==> config.mk <==
export PLATFORM = sky130hd
export DESIGN_NAME = coin_acceptor_flat
export DESIGN_NICKNAME = d
export VERILOG_FILES = /design/src/rtl/coin_pkg.sv /design/src/rtl/coin_acceptor_if.sv /design/src/rtl/coin_debounce.sv /design/src/rtl/coin_acceptor.sv /design/src/flat_wrapper.sv
export SDC_FILE = /design/constraint.sdc
export NUM_CORES = 1
export LEC_CHECK = 0
export CORE_AREA = 4 4 81 83
export DETAILED_ROUTE_END_ITERATION = 12
export DIE_AREA = 0 0 85 87
export SLEW_MARGIN = 15
export SYNTH_ARGS = -nofsm -noshare
export SYNTH_HDL_FRONTEND = slang
export SYNTH_SLANG_ARGS = --single-unit
==> constraint.sdc <==
create_clock -name clk -period 3.9 [get_ports clk]
set_input_delay 0.585 -clock clk [delete_from_list [all_inputs] [get_ports clk]]
set_output_delay 0.585 -clock clk [all_outputs]
set_load 0.02 [all_outputs]
==> src/rtl/coin_pkg.sv <==
// Shared types for the coin acceptor front-end: coin codes and the
// per-sensor channel FSM states.
package coin_pkg;

    typedef enum logic [1:0] {
        NONE = 2'b00,
        C5   = 2'b01,
        C10  = 2'b10
    } coin_t;

    typedef enum logic [1:0] {
        REARM,
        IDLE,
        QUAL_HI,
        HELD
    } chan_state_t;

endpackage

==> src/rtl/coin_acceptor_if.sv <==
// Sensor, handshake and status signals between the coin acceptor (slave)
// and the environment that drives the sensors and the accept line (master).
interface coin_acceptor_if #(
    parameter int unsigned FIFO_DEPTH = 4
);
    logic                        coin5_raw;
    logic                        coin10_raw;
    logic                        accept;
    logic                        coin5;
    logic                        coin10;
    logic                        reject;
    logic                        jam;
    logic [$clog2(FIFO_DEPTH):0] level;

    modport master (
        output coin5_raw, coin10_raw, accept,
        input  coin5, coin10, reject, jam, level
    );

    modport slave (
        input  coin5_raw, coin10_raw, accept,
        output coin5, coin10, reject, jam, level
    );
endinterface

==> src/rtl/coin_debounce.sv <==
// One sensor channel: 2-flop synchroniser followed by the debounce/one-shot
// FSM. qual_o marks the edge on which an insertion qualifies.
module coin_debounce
    import coin_pkg::*;
#(
    parameter int unsigned DEBOUNCE_CYCLES = 4
) (
    input  logic clk,
    input  logic rst_n,
    input  logic raw_i,
    output logic qual_o
);
    localparam int unsigned      CntW    = $clog2(DEBOUNCE_CYCLES + 1);
    localparam logic [CntW-1:0]  CntLast = CntW'(DEBOUNCE_CYCLES - 1);

    logic [1:0]      sync_q;
    logic            s;
    chan_state_t     state_q;
    logic [CntW-1:0] cnt_q;

    assign s = sync_q[1];

    always_ff @(posedge clk or negedge rst_n) begin
        if (!rst_n) begin
            sync_q <= 2'b00;
        end else begin
            sync_q <= {sync_q[0], raw_i};
        end
    end

    always_ff @(posedge clk or negedge rst_n) begin
        if (!rst_n) begin
            state_q <= REARM;
            cnt_q   <= '0;
        end else begin
            unique case (state_q)
                REARM: begin
                    if (s) begin
                        cnt_q <= '0;
                    end else if (cnt_q == CntLast) begin
                        state_q <= IDLE;
                        cnt_q   <= '0;
                    end else begin
                        cnt_q <= cnt_q + CntW'(1);
                    end
                end
                IDLE: begin
                    if (s) begin
                        state_q <= QUAL_HI;
                        cnt_q   <= CntW'(1);
                    end
                end
                QUAL_HI: begin
                    if (!s) begin
                        state_q <= IDLE;
                        cnt_q   <= '0;
                    end else if (cnt_q == CntLast) begin
                        state_q <= HELD;
                        cnt_q   <= '0;
                    end else begin
                        cnt_q <= cnt_q + CntW'(1);
                    end
                end
                HELD: begin
                    // Count restarts at zero so two events are >= 2*N+1 cycles apart.
                    if (!s) begin
                        state_q <= REARM;
                        cnt_q   <= '0;
                    end
                end
                default: begin
                    state_q <= REARM;
                    cnt_q   <= '0;
                end
            endcase
        end
    end

    // Decoded purely from flops, so glitch-free; the push lands on the
    // same edge that moves the channel into HELD.
    assign qual_o = (state_q == QUAL_HI) && s && (cnt_q == CntLast);

endmodule

==> src/rtl/coin_acceptor.sv <==
// Coin acceptor top: debounces both sensors, arbitrates jams, buffers coins
// in a FIFO and releases them as single-cycle pulses while accept is high.
module coin_acceptor
    import coin_pkg::*;
#(
    parameter int unsigned DEBOUNCE_CYCLES = 4,
    parameter int unsigned FIFO_DEPTH      = 4
) (
    input logic           clk,
    input logic           rst_n,
    coin_acceptor_if.slave bus
);
    localparam int unsigned PtrW = $clog2(FIFO_DEPTH);
    localparam int unsigned LvlW = PtrW + 1;

    logic            qual5, qual10;
    logic            push_req, full, pop, do_push;
    coin_t           push_type, head;
    coin_t           mem_q [FIFO_DEPTH];
    logic [PtrW-1:0] wr_ptr_q, wr_ptr_d, rd_ptr_q, rd_ptr_d;
    logic [LvlW-1:0] count_q, count_d;
    logic            reject_q, reject_d, jam_q, jam_d;

    coin_debounce #(.DEBOUNCE_CYCLES(DEBOUNCE_CYCLES)) u_deb5 (
        .clk    (clk),
        .rst_n  (rst_n),
        .raw_i  (bus.coin5_raw),
        .qual_o (qual5)
    );

    coin_debounce #(.DEBOUNCE_CYCLES(DEBOUNCE_CYCLES)) u_deb10 (
        .clk    (clk),
        .rst_n  (rst_n),
        .raw_i  (bus.coin10_raw),
        .qual_o (qual10)
    );

    always_comb begin
        push_req  = qual5 ^ qual10;
        push_type = qual5 ? C5 : C10;
        full      = (count_q == LvlW'(FIFO_DEPTH));
        pop       = bus.accept && (count_q != '0);
        // A pop on the same edge frees the slot the new coin needs.
        do_push   = push_req && (!full || pop);
        reject_d  = push_req && full && !pop;
        jam_d     = qual5 && qual10;
        wr_ptr_d  = do_push ? wr_ptr_q + PtrW'(1) : wr_ptr_q;
        rd_ptr_d  = pop ? rd_ptr_q + PtrW'(1) : rd_ptr_q;
        count_d   = count_q + LvlW'(do_push) - LvlW'(pop);
        head      = mem_q[rd_ptr_q];
    end

    always_ff @(posedge clk or negedge rst_n) begin
        if (!rst_n) begin
            wr_ptr_q <= '0;
            rd_ptr_q <= '0;
            count_q  <= '0;
            reject_q <= 1'b0;
            jam_q    <= 1'b0;
        end else begin
            wr_ptr_q <= wr_ptr_d;
            rd_ptr_q <= rd_ptr_d;
            count_q  <= count_d;
            reject_q <= reject_d;
            jam_q    <= jam_d;
        end
    end

    // Storage needs no reset: count_q gates every read.
    always_ff @(posedge clk) begin
        if (do_push) begin
            mem_q[wr_ptr_q] <= push_type;
        end
    end

    assign bus.coin5  = pop && (head == C5);
    assign bus.coin10 = pop && (head == C10);
    assign bus.reject = reject_q;
    assign bus.jam    = jam_q;
    assign bus.level  = count_q;

endmodule

==> src/flat_wrapper.sv <==
// flat-port wrapper written by rule: the top's interface ports become plain ports
module coin_acceptor_flat import coin_pkg::*;
#(
    parameter int unsigned DEBOUNCE_CYCLES = 4,
    parameter int unsigned FIFO_DEPTH      = 4
)
  (clk, rst_n, bus_coin5_raw, bus_coin10_raw, bus_accept, bus_coin5, bus_coin10, bus_reject, bus_jam, bus_level);
  coin_acceptor_if #(.FIFO_DEPTH(FIFO_DEPTH)) bus_i ();
  input logic clk;
  input logic rst_n;
  input wire logic [$bits(bus_i.coin5_raw)-1:0] bus_coin5_raw;
  input wire logic [$bits(bus_i.coin10_raw)-1:0] bus_coin10_raw;
  input wire logic [$bits(bus_i.accept)-1:0] bus_accept;
  output wire logic [$bits(bus_i.coin5)-1:0] bus_coin5;
  output wire logic [$bits(bus_i.coin10)-1:0] bus_coin10;
  output wire logic [$bits(bus_i.reject)-1:0] bus_reject;
  output wire logic [$bits(bus_i.jam)-1:0] bus_jam;
  output wire logic [$bits(bus_i.level)-1:0] bus_level;
  assign bus_i.coin5_raw = bus_coin5_raw;
  assign bus_i.coin10_raw = bus_coin10_raw;
  assign bus_i.accept = bus_accept;
  assign bus_coin5 = bus_i.coin5;
  assign bus_coin10 = bus_i.coin10;
  assign bus_reject = bus_i.reject;
  assign bus_jam = bus_i.jam;
  assign bus_level = bus_i.level;
  coin_acceptor #(.DEBOUNCE_CYCLES(DEBOUNCE_CYCLES), .FIFO_DEPTH(FIFO_DEPTH)) u_core (.clk(clk), .rst_n(rst_n), .bus(bus_i));
endmodule
==> reports/qor.yml <==
power:
  peakVddDrop_mv: 0.237
  swShare_pct: 30.7
  pwr_density_cell_mw_per_mm2: 635
  power_frac_seq_pct: 44.6
  p_total_mw: 1.09
  pwr-share-clk_pct: 27.9
  leakage_nw: 0.714
  cell_internal_pwr_uw: 754
  switchingPower_uw: 334
  comb_power_share_pct: 27.5
sta:
  clock_skew_ns: 0.00524
  hold_violations: 0
  worst_slack_ns: 1.21
  maxSlewHeadroom_pct: 65.4
  finalSetupTns_ns: 0
  period_share_pct: 68.9
  drv_slew: 0
  fin_crit_ns: 2.69
  setup_viol_count_final: 0
  rsz0062_at_grt: "false"
  max_freq_mhz: 372
  whs_ns: 0.280
  worst_pin_slew_ns: 0.518
job:
  maxCapViolCount: 0
placed_design:
  gp_congestion: 0.719
  port-buffer-count: 11
  dp_hpwl_um: 1450
  dpl_worst_slack_ns: 1.19
  placed_cell_area_mm2: 0.00161
  dp.cells: 197
floorplan:
  ios: 12
  coreArea_mm2: 0.00585
  die_h_um: 87
  initial_core_util_pct: 24.2
  rows: 28
  die-area_mm2: 0.00740
  die_w_um: 85
yosys:
  ys_warn_count: 0
  synth_ff_type: "dfrtp_1"
  synth.area.top_cells: "dfrtp_1, edfxtp_1, ha_1"
  synth_cell_type_count: 30
  ys_seq_area_share_pct: 57.5
  ys_seq_elements: 31
  netlist.area_leader.share_pct: 40.6
  synthArstFlopShare_pct: 74.2
  synth_most_common_cell: "dfrtp_1"
  synth_cells: 113
  synth_fp_nets: 128
  synth_top_area_cell: "dfrtp_1"
  synth.avg_cell_area_um2: 12.5
  synth.cell_area_mm2: 0.00142
  synth_edf_count: 8
  netlist_top_cells_count: "dfrtp_1, nand2_1, ha_1, inv_1, edfxtp_1"
routing:
  dr.pass1.iters: 4
  routed_wl_um: 2080
  drc: 0
  via_count: 815
  antenna_left: 0
  drt_iter0_drc: 45
  vias_per_cell: 3.98
  avgRoutedWirePerCell_um: 10.1
clock_network:
  cts-htree-levels: 2
  clockBufferDepth: 2
  cts_tree: "yes"
  clock-sinks: 31
  ctsRootBufferMaster: "clkbuf_8"
  cts_made_buffers: 5
  ctsResizeCount: 0
  clk_pin_slew_ns: 0.07
  clkLatencyLatePin_ns: 0.28
  cts_hold_buf: 0
  post_cts_buffers: 0
setup_path:
  path_class: "reg2out"
  end_kind: "primary output"
  critPathArrivalTime_ns: 2.10
  r2r_slack_ns: 1.23
  start_kind: "register"
  reg2reg_depth: 11
  crit_required_ns: 3.31
  crit_fanout: 4
  r2r-start: "u_core.u_deb5.cnt_q[0]"
  reg2reg_to: "u_core.bus.level[2]"
grt:
  first_global_vias: 826
  grtUsageTotal_pct: 6.64
  grt_max_degree: 24
  grt_pass1_wl_um: 3790
  antenna_found_initial: 0
  grt-ovfl-total: 0
final_layout:
  n_antenna_cell: 0
  post-route-util_pct: 29.3
  final_cells: 205
  layout.nets: 144
  fin_area_mm2: 0.00171
  drive_above_1_share_pct: 15.4
  area_delta_synth_final_pct: 20.8
status:
  status: "complete, no violations"
min_path:
  hp-class: "in2async"
placed cells by master (no fill, tap or decap), types with 3 or more instances in the layout:
cell type	n
a21oi_1	4
and2_2	5
clkbuf_8	5
clkdlybuf4s50_1	10
dfrtp_1	23
edfxtp_1	8
ha_1	9
inv_1	9
nand2_1	10
nand2b_1	3
nor2_1	4
nor2b_1	5
nor3_1	3
o21ai_0	3
xnor2_1	5
registers in the layout, indices dropped and copies added, names as in the netlist:
register                count
u_core.mem_q                8
u_core.u_deb10.cnt_q        3
u_core.bus.reject           1
u_core.bus.jam              1
u_core.u_deb10.state_q      2
u_core.u_deb5.state_q       2
u_core.u_deb5.cnt_q         3
u_core.u_deb5.sync_q        2
u_core.u_deb10.sync_q       2
u_core.rd_ptr_q             2
u_core.bus.level            3
u_core.wr_ptr_q             2
worst max-delay path: stages, from the launching register on:
cell and delay [ns]:
dfrtp_1 0.45, mux4_2 0.54, nor3b_1 0.19, clkdlybuf4s50_1 0.63
final cells by class:
type | count | area, um^2
Fill cell | 586 | 4140
Sequential cell | 31 | 816
Multi-Input combinational cell | 70 | 549
Timing Repair Buffer | 12 | 113
Tap cell | 75 | 93.8
Clock buffer | 5 | 68.8
Clock inverter | 3 | 38.8
Inverter | 9 | 33.8
routing by layer:
metal  part of all wire [%]  up-vias  track usage, %  routed length (um)
li1                       -      414               -                   -
met1                     47      381            8.00                 983
met2                     45       16            10.2                 944
met3                    5.8        4            2.65                 121
met4                    1.3        0            3.45                  27
met5                      0        -               0                   0
power by group through the flow:
stage / combinational, mW / sequential (mW) / clock, mW
after global placement: 0.298 / 0.490 / 0
after detailed placement: 0.307 / 0.491 / 0
after global routing: 0.341 / 0.502 / 0.331
after CTS: 0.308 / 0.486 / 0.313
final: 0.299 / 0.485 / 0.303
after floorplan: 0.212 / 0.489 / 0
how the worst max path moves through the flow:
stage / depth (start not counted) / slack (ns) / from / endpoint
2_1_floorplan: 11 / 1.57 / u_core.u_deb5.cnt_q[0] / u_core.bus.level[2]
3_3_place_gp: 6 / 1.20 / bus_accept / bus_coin5
3_5_place_dp: 11 / 1.19 / u_core.u_deb5.cnt_q[0] / u_core.bus.level[2]
4_1_cts: 11 / 1.18 / u_core.u_deb5.cnt_q[0] / u_core.bus.level[2]
5_1_grt: 11 / 0.99 / u_core.u_deb5.cnt_q[0] / u_core.bus.level[2]
6_report: 3 / 1.21 / u_core.rd_ptr_q[0] / bus_coin10
cell families (layout without fill, tap and decap cells):
logic type,Yosys count,count (layout),synth area share [%]
simple gates,36,36,14.3
flops,31,31,57.5
compound gates,14,14,6.53
buf+inv,12,29,3.71
fa+ha+maj,10,10,9.36
xor+xnor,7,7,4.32
mux,3,3,4.24
Power figures use the tool's default switching activity.
